$ cat config.mk
export PLATFORM = sky130hd
export DESIGN_NAME = ct_mmu_sysmap_cfg
export DESIGN_NICKNAME = d
export VERILOG_FILES = /design/src/rtl/ct_mmu_sysmap_cfg_pkg.sv /design/src/rtl/ct_mmu_sysmap_cfg_entry.sv /design/src/rtl/ct_mmu_sysmap_cfg.sv
export SDC_FILE = /design/constraint.sdc
export NUM_CORES = 1
export LEC_CHECK = 0
export CORE_ASPECT_RATIO = 1.2
export CORE_MARGIN = 1.5
export CORE_UTILIZATION = 50
export CTS_CLUSTER_SIZE = 25
export DETAILED_ROUTE_END_ITERATION = 8
export PLACE_DENSITY_LB_ADDON = 0.12
export SYNTH_ARGS = -nofsm -noshare
export SYNTH_HDL_FRONTEND = slang
export SYNTH_HIERARCHICAL = 1
export SYNTH_SLANG_ARGS = --single-unit
export TNS_END_PERCENT = 1
$ cat constraint.sdc
create_clock -name forever_cpuclk -period 4.19 [get_ports forever_cpuclk]
set_input_delay 0.838 -clock forever_cpuclk [delete_from_list [all_inputs] [get_ports forever_cpuclk]]
set_output_delay 0.838 -clock forever_cpuclk [all_outputs]
set_load 0.01 [all_outputs]
$ cat src/rtl/ct_mmu_sysmap_cfg_pkg.sv
// rtl/ct_mmu_sysmap_cfg_pkg.sv - shared constants and types for the system-map attribute table
package ct_mmu_sysmap_cfg_pkg;

    // Attribute flag layout and the flag returned on a miss or multi-hit.
    localparam int                          SYSMAP_FLG_WIDTH = 5;
    localparam logic [SYSMAP_FLG_WIDTH-1:0] SYSMAP_DEF_FLG   = 5'b10011;

    // Flag bit-field positions.
    localparam int SYSMAP_FLG_SO_BIT  = 4;  // strongly ordered
    localparam int SYSMAP_FLG_C_BIT   = 3;  // cacheable
    localparam int SYSMAP_FLG_B_BIT   = 2;  // bufferable
    localparam int SYSMAP_FLG_SH_BIT  = 1;  // shareable
    localparam int SYSMAP_FLG_SEC_BIT = 0;  // secure

    // Page-address width for the default 40-bit physical address.
    localparam int SYSMAP_ADDR_WIDTH = 28;

    // One table entry: exclusive upper bound, attribute flag, lock.
    typedef struct packed {
        logic [SYSMAP_ADDR_WIDTH-1:0] addr;
        logic [SYSMAP_FLG_WIDTH-1:0]  flg;
        logic                         lock;
    } sysmap_entry_t;

endpackage

$ cat src/rtl/ct_mmu_sysmap_cfg_entry.sv
// rtl/ct_mmu_sysmap_cfg_entry.sv - one system-map region: bound/flag/lock registers and bound compare
//
// Optional feature macro: SYSMAP_LOCK_EN (per-entry write lock, cleared only by reset).
// Ports:
//   clk, rst        clock, synchronous active-high reset
//   wsel            write strobe already decoded for this entry
//   waddr/wflg      new upper bound (page address) and flag
//   wlock           lock bit written with the entry (ignored without SYSMAP_LOCK_EN)
//   pa              lookup page address
//   flg             current flag of this entry
//   wr_ok           write is actually applied this cycle
//   lt_bound        pa < this entry's upper bound (unsigned)
module ct_mmu_sysmap_cfg_entry
    import ct_mmu_sysmap_cfg_pkg::*;
#(
    parameter int                   ADDR_WIDTH = SYSMAP_ADDR_WIDTH,
    parameter int                   FLG_WIDTH  = SYSMAP_FLG_WIDTH,
    parameter logic [FLG_WIDTH-1:0] DEF_FLG    = SYSMAP_DEF_FLG
) (
    input  logic                  clk,
    input  logic                  rst,
    input  logic                  wsel,
    input  logic [ADDR_WIDTH-1:0] waddr,
    input  logic [FLG_WIDTH-1:0]  wflg,
    input  logic                  wlock,
    input  logic [ADDR_WIDTH-1:0] pa,
    output logic [FLG_WIDTH-1:0]  flg,
    output logic                  wr_ok,
    output logic                  lt_bound
);

    logic [ADDR_WIDTH-1:0] addr_q, addr_d;
    logic [FLG_WIDTH-1:0]  flg_q,  flg_d;

`ifdef SYSMAP_LOCK_EN
    logic lock_q, lock_d;

    // A locked entry ignores writes; the lock itself can only be released by reset.
    always_comb begin
        wr_ok  = wsel & ~lock_q;
        lock_d = lock_q;
        if (wr_ok) begin
            lock_d = wlock;
        end
    end

    always_ff @(posedge clk) begin
        if (rst) begin
            lock_q <= 1'b0;
        end else begin
            lock_q <= lock_d;
        end
    end
`else
    logic unused_wlock;
    assign unused_wlock = wlock;

    always_comb begin
        wr_ok = wsel;
    end
`endif

    always_comb begin
        addr_d = addr_q;
        flg_d  = flg_q;
        if (wr_ok) begin
            addr_d = waddr;
            flg_d  = wflg;
        end
    end

    always_ff @(posedge clk) begin
        if (rst) begin
            addr_q <= '0;
            flg_q  <= DEF_FLG;
        end else begin
            addr_q <= addr_d;
            flg_q  <= flg_d;
        end
    end

    assign flg      = flg_q;
    assign lt_bound = (pa < addr_q);

endmodule

$ cat src/rtl/ct_mmu_sysmap_cfg.sv
// rtl/ct_mmu_sysmap_cfg.sv - programmable system-map region table with registered attribute lookup
//
// Optional feature macro: SYSMAP_LOCK_EN (per-entry write lock).
// Ports:
//   forever_cpuclk, cpurst            clock, synchronous active-high reset
//   regs_sysmap_wen/widx/waddr/wflg   region write from CP0 registers
//   regs_sysmap_wlock                 lock bit written with the entry
//   sysmap_regs_wack                  write accepted, one cycle after wen
//   mmu_sysmap_req/pa                 lookup request and page address
//   sysmap_mmu_vld/hit/flg/mhit       lookup result, one cycle after req
//   sysmap_mmu_cfg_chg                one-cycle pulse after the table really changed
module ct_mmu_sysmap_cfg
    import ct_mmu_sysmap_cfg_pkg::*;
#(
    parameter int                   ENTRY_NUM = 8,
    parameter int                   PA_WIDTH  = 40,
    parameter int                   FLG_WIDTH = SYSMAP_FLG_WIDTH,
    parameter logic [FLG_WIDTH-1:0] DEF_FLG   = SYSMAP_DEF_FLG,
    localparam int                  ADDR_WIDTH = PA_WIDTH - 12,
    localparam int                  IDX_W      = $clog2(ENTRY_NUM)
) (
    input  logic                  forever_cpuclk,
    input  logic                  cpurst,
    input  logic                  regs_sysmap_wen,
    input  logic [IDX_W-1:0]      regs_sysmap_widx,
    input  logic [ADDR_WIDTH-1:0] regs_sysmap_waddr,
    input  logic [FLG_WIDTH-1:0]  regs_sysmap_wflg,
    input  logic                  regs_sysmap_wlock,
    output logic                  sysmap_regs_wack,
    input  logic                  mmu_sysmap_req,
    input  logic [ADDR_WIDTH-1:0] mmu_sysmap_pa,
    output logic                  sysmap_mmu_vld,
    output logic [ENTRY_NUM-1:0]  sysmap_mmu_hit,
    output logic [FLG_WIDTH-1:0]  sysmap_mmu_flg,
    output logic                  sysmap_mmu_mhit,
    output logic                  sysmap_mmu_cfg_chg
);

    logic [ENTRY_NUM-1:0] wsel;
    logic [ENTRY_NUM-1:0] wr_ok;
    logic [ENTRY_NUM-1:0] lt_bound;
    logic [ENTRY_NUM-1:0] ge_bottom;
    logic [ENTRY_NUM-1:0] hit_raw;
    logic [FLG_WIDTH-1:0] ent_flg [ENTRY_NUM];
    logic                 widx_ok;

    // Non-power-of-two tables leave some index codes unmapped.
    assign widx_ok = (32'(regs_sysmap_widx) < ENTRY_NUM);

    for (genvar i = 0; i < ENTRY_NUM; i++) begin : g_entry
        assign wsel[i] = regs_sysmap_wen & widx_ok & (32'(regs_sysmap_widx) == i);

        ct_mmu_sysmap_cfg_entry #(
            .ADDR_WIDTH (ADDR_WIDTH),
            .FLG_WIDTH  (FLG_WIDTH),
            .DEF_FLG    (DEF_FLG)
        ) u_entry (
            .clk      (forever_cpuclk),
            .rst      (cpurst),
            .wsel     (wsel[i]),
            .waddr    (regs_sysmap_waddr),
            .wflg     (regs_sysmap_wflg),
            .wlock    (regs_sysmap_wlock),
            .pa       (mmu_sysmap_pa),
            .flg      (ent_flg[i]),
            .wr_ok    (wr_ok[i]),
            .lt_bound (lt_bound[i])
        );
    end

    // Region i's lower bound is region i-1's upper bound; region 0 starts at 0.
    assign ge_bottom = {~lt_bound[ENTRY_NUM-2:0], 1'b1};
    assign hit_raw   = ge_bottom & lt_bound;

    logic                 any_hit;
    logic                 multi_hit;
    logic [FLG_WIDTH-1:0] flg_or;
    logic [FLG_WIDTH-1:0] flg_sel;

    always_comb begin
        any_hit = |hit_raw;
        // Clearing the lowest set bit leaves something only when two or more bits are set.
        multi_hit = |(hit_raw & (hit_raw - {{(ENTRY_NUM-1){1'b0}}, 1'b1}));
        flg_or = '0;
        for (int i = 0; i < ENTRY_NUM; i++) begin
            if (hit_raw[i]) begin
                flg_or = flg_or | ent_flg[i];
            end
        end
        flg_sel = (any_hit && !multi_hit) ? flg_or : DEF_FLG;
    end

    logic                 vld_q,  vld_d;
    logic [ENTRY_NUM-1:0] hit_q,  hit_d;
    logic [FLG_WIDTH-1:0] flg_q,  flg_d;
    logic                 mhit_q, mhit_d;
    logic                 wack_q, wack_d;
    logic                 chg_q,  chg_d;

    // Result fields hold their last value when no lookup is issued.
    always_comb begin
        vld_d  = mmu_sysmap_req;
        hit_d  = hit_q;
        flg_d  = flg_q;
        mhit_d = mhit_q;
        if (mmu_sysmap_req) begin
            hit_d  = hit_raw;
            flg_d  = flg_sel;
            mhit_d = multi_hit;
        end
        wack_d = regs_sysmap_wen;
        chg_d  = |wr_ok;
    end

    always_ff @(posedge forever_cpuclk) begin
        if (cpurst) begin
            vld_q  <= 1'b0;
            hit_q  <= '0;
            flg_q  <= DEF_FLG;
            mhit_q <= 1'b0;
            wack_q <= 1'b0;
            chg_q  <= 1'b0;
        end else begin
            vld_q  <= vld_d;
            hit_q  <= hit_d;
            flg_q  <= flg_d;
            mhit_q <= mhit_d;
            wack_q <= wack_d;
            chg_q  <= chg_d;
        end
    end

    assign sysmap_mmu_vld     = vld_q;
    assign sysmap_mmu_hit     = hit_q;
    assign sysmap_mmu_flg     = flg_q;
    assign sysmap_mmu_mhit    = mhit_q;
    assign sysmap_regs_wack   = wack_q;
    assign sysmap_mmu_cfg_chg = chg_q;

endmodule

==> impl_metrics.toml <==
[timing]
final.period_utilization_pct = 91.1
finalMaxSlewViolations = 0
skew_ns = 0.0100
tightest_slew_ns = 1.10
hold_viol = 0
grt_setup_unrepaired = "false"
finalSetupViolCount = 0
fmax_ghz = 0.262
tns_ns = 0
fin_crit_ns = 3.82
max_slew_margin_pct = 26.7
fin_ws_ns = 0.373

[placement]
place.gp.congestion = 0.891
dpl.hpwl_mm = 27.4
portBuffers = 84
place_ws_ns = -0.132

[yosys]
synth-edff-count = 0
synth_mux_area_share_pct = 15.8
synth_top_family_by_area = "adder cells"
synth_area_um2 = 15700
synthSimpleGateAreaFrac_pct = 11.7
syn_nets = 2003
yosysWarnings = 6
ys.flop_type = "dfxtp_1"
ys_ff_latch = 281
synthXorXnorAreaFrac_pct = 0.0559
ys_async_sr_fraction_pct = 0
postSynthCellCount = 1718
synth_fa_ha_area_share_pct = 17.2
ys_types = 46
synth_area_per_cell_um2 = 9.12
synth_seq_area_share_pct = 35.9
synth_compound_area_share_pct = 11.6

[die]
die_w_um = 165
die_h_um = 197
die-area_um2 = 32400
coreArea_um2 = 30700
start_util_pct = 51.1
pin_count = 86
num_rows = 70

[worst_setup_path]
critPathMaxFanout = 7
path_cells = "clkdlybuf4s50_1 > ha_1 > nand4_1 > nor4_1 > a22oi_1 > o211ai_1 > a31oi_1 > or2_4 > a211oi_2 > o221ai_1 > a41o_1 > a21oi_2"
timing_worst_setup_path_type = "in -> reg"
critPathSlowestCell = "clkdlybuf4s50_1"
slowest_delay_ns = 0.61
cp.required_ns = 4.66
critPathLaunchType = "input port"
cp.arrival_ns = 4.29
critPathCaptureType = "flop"

[clock_tree]
cts_made_buffers = 30
cts_hold_buf = 0
clock-sinks = 281
post_cts_buffers = 0
cts.htree.levels = 1
cts_tree = "yes"
cts.clk_slew.worst_paths_ns = 0.06
clk_latency_ns = 0.55
clockBufferDepth = 3
cts_resized = 0
cts-root-buf = "clkbuf_16"

[final_layout]
final_layout_size_suffix_gt1_share_pct = 9.30
area_growth_pct = 18.2
num_antenna_cells = 0
nets = 2133
filler_cell_count = 2774

[power]
p_leak_nw = 6.93
vdd_ir_drop_max_uv = 334
power_density_nw_per_um2 = 348

[route]
wire_per_inst_um = 16.9
postRouteWirelength_mm = 38.3
vias_per_cell = 5.30
num_vias = 12000
drc = 0
ant_nets = 0
first_iter_violations = 579
dr.pass1.iters = 4

[global_route]
grt_pass1_wl_mm = 61.8
grt_pass1_vias = 11900
antenna_found_initial = 1
grt-ovfl-total = 0
grt_usage_pct = 24.2
grt_max_degree = 159

[worst_hold_path]
holdCritPathClass = "reg -> reg"

[run_status]
outcome = "finished, final reports clean"

[flow_run]
drv_cap = 0
[stage by stage]
step / hold WS, ns / cells / instance area, µm² / total power [mW] / utilization [%]
after floorplan: 0.450 / 1718 / 15700 / 3.34 / -
after global placement: 0.471 / 2212 / 17500 / 3.72 / 57.0
after detailed placement: 0.476 / 2212 / 17500 / 3.74 / 57.0
after CTS: 0.490 / 2267 / 18500 / 6.52 / 60.5
after global routing: 0.512 / 2267 / 18500 / 6.74 / 60.5
final: 0.486 / 2267 / 18500 / 6.45 / 60.5
[critical path: cells and delay by family]
kind | cells | cell delay, ns
and+or+nand+nor | 3 | 1.03
buffers and inverters | 1 | 0.61
adders and majority gates | 1 | 0.41
AOI/OAI and AO/OA | 7 | 1.38
[state kept, by name, indices dropped and copies added, names as in the netlist]
register,flops
sysmap_mmu_hit,8
g_entry.u_entry/flg,40
g_entry.u_entry/addr_q,224
sysmap_regs_wack,1
sysmap_mmu_vld,1
sysmap_mmu_flg,5
sysmap_mmu_cfg_chg,1
sysmap_mmu_mhit,1
[routing by layer]
metal	up-vias	GRT usage (%)	share of wire [%]
li1	6126	-	-
met1	5623	31.2	46
met2	181	41.3	47
met3	80	2.61	2.9
met4	2	9.01	3.7
met5	-	0	0.044
[cells in the mapped netlist (7+ instances only)]
cell type / n / area, µm²
nand2b_1: 12 / 75.1
a21oi_2: 10 / 87.6
inv_1: 219 / 822
nand4_1: 27 / 169
o21ai_1: 9 / 45.0
nor3_1: 11 / 55.1
nor4_1: 10 / 62.6
a31oi_1: 7 / 43.8
o21a_1: 9 / 67.6
a21oi_1: 68 / 340
a2111oi_2: 7 / 105
a22oi_1: 24 / 180
o41a_1: 7 / 78.8
buf_4: 11 / 82.6
nor2b_1: 32 / 200
buf_2: 30 / 150
dfxtp_1: 281 / 5630
clkbuf_1: 36 / 135
a211o_1: 24 / 210
nand2_1: 46 / 173
mux2i_1: 248 / 2480
a21o_1: 44 / 330
o211ai_1: 14 / 105
o21ai_0: 18 / 90.1
nor2_1: 273 / 1020
ha_1: 216 / 2700
[worst paths after layout]
| check | from | end | slack (ns) | cells after the start |
|---|---|---|---|---|
| max | mmu_sysmap_pa[27] | sysmap_mmu_flg[3] | 0.37 | 12 |
| min | sysmap_mmu_mhit | sysmap_mmu_mhit | 0.49 | 2 |
| max reg2reg | g_entry[0].u_entry/addr_q[27] | sysmap_mmu_flg[3] | 1.02 | 12 |
| min reg2reg | sysmap_mmu_mhit | sysmap_mmu_mhit | 0.49 | 2 |
[where the power goes]
group | switching [mW] | leakage [nW] | internal (mW) | total [mW]
Combinational | 0.502 | 4.13 | 0.410 | 0.912
Sequential | 0.0323 | 2.28 | 2.74 | 2.77
Clock | 1.09 | 0.525 | 1.68 | 2.76
Total | 1.62 | 6.93 | 4.83 | 6.45
[cell usage in the layout, fill, tap and decap left out, drive strengths merged, types with 2 or more instances in the layout]
master,count
ha,216
a22oi,24
a211o,24
o32a,3
a21oi,78
nand2,46
nand3,2
o21ai,27
o21a,9
clkdlybuf4s50,83
a41o,2
clkbuf,48
inv,219
a21o,44
dfxtp,281
nor3,11
nor2b,32
nor2,273
a31oi,7
nor4,11
buf,93
bufinv,2
nand4,27
o211ai,14
nand2b,12
clkinv,6
mux2i,248
or2,3
a2111oi,7
o41a,7
[logic make-up after synthesis]
group                    count (synthesis)
adder cells (fa/ha/maj)                216
AND/OR/NAND/NOR                        420
flip-flops                             281
multiplexers                           248
buffers and inverters                  298
AO/OA/AOI/OAI                          254
XOR/XNOR                                 1
[layout make-up]
type	instances	area, µm²	share of cell area (%)
inverter	219	822	4.43
timing repair buffer	177	1640	8.86
multi-input combinational	1139	8900	48.0
clock inverter	8	93.8	0.506
clock buffer	47	956	5.16
tap	396	495	2.67
sequential	281	5630	30.3
No activity file was read; power rests on OpenSTA's default activity.
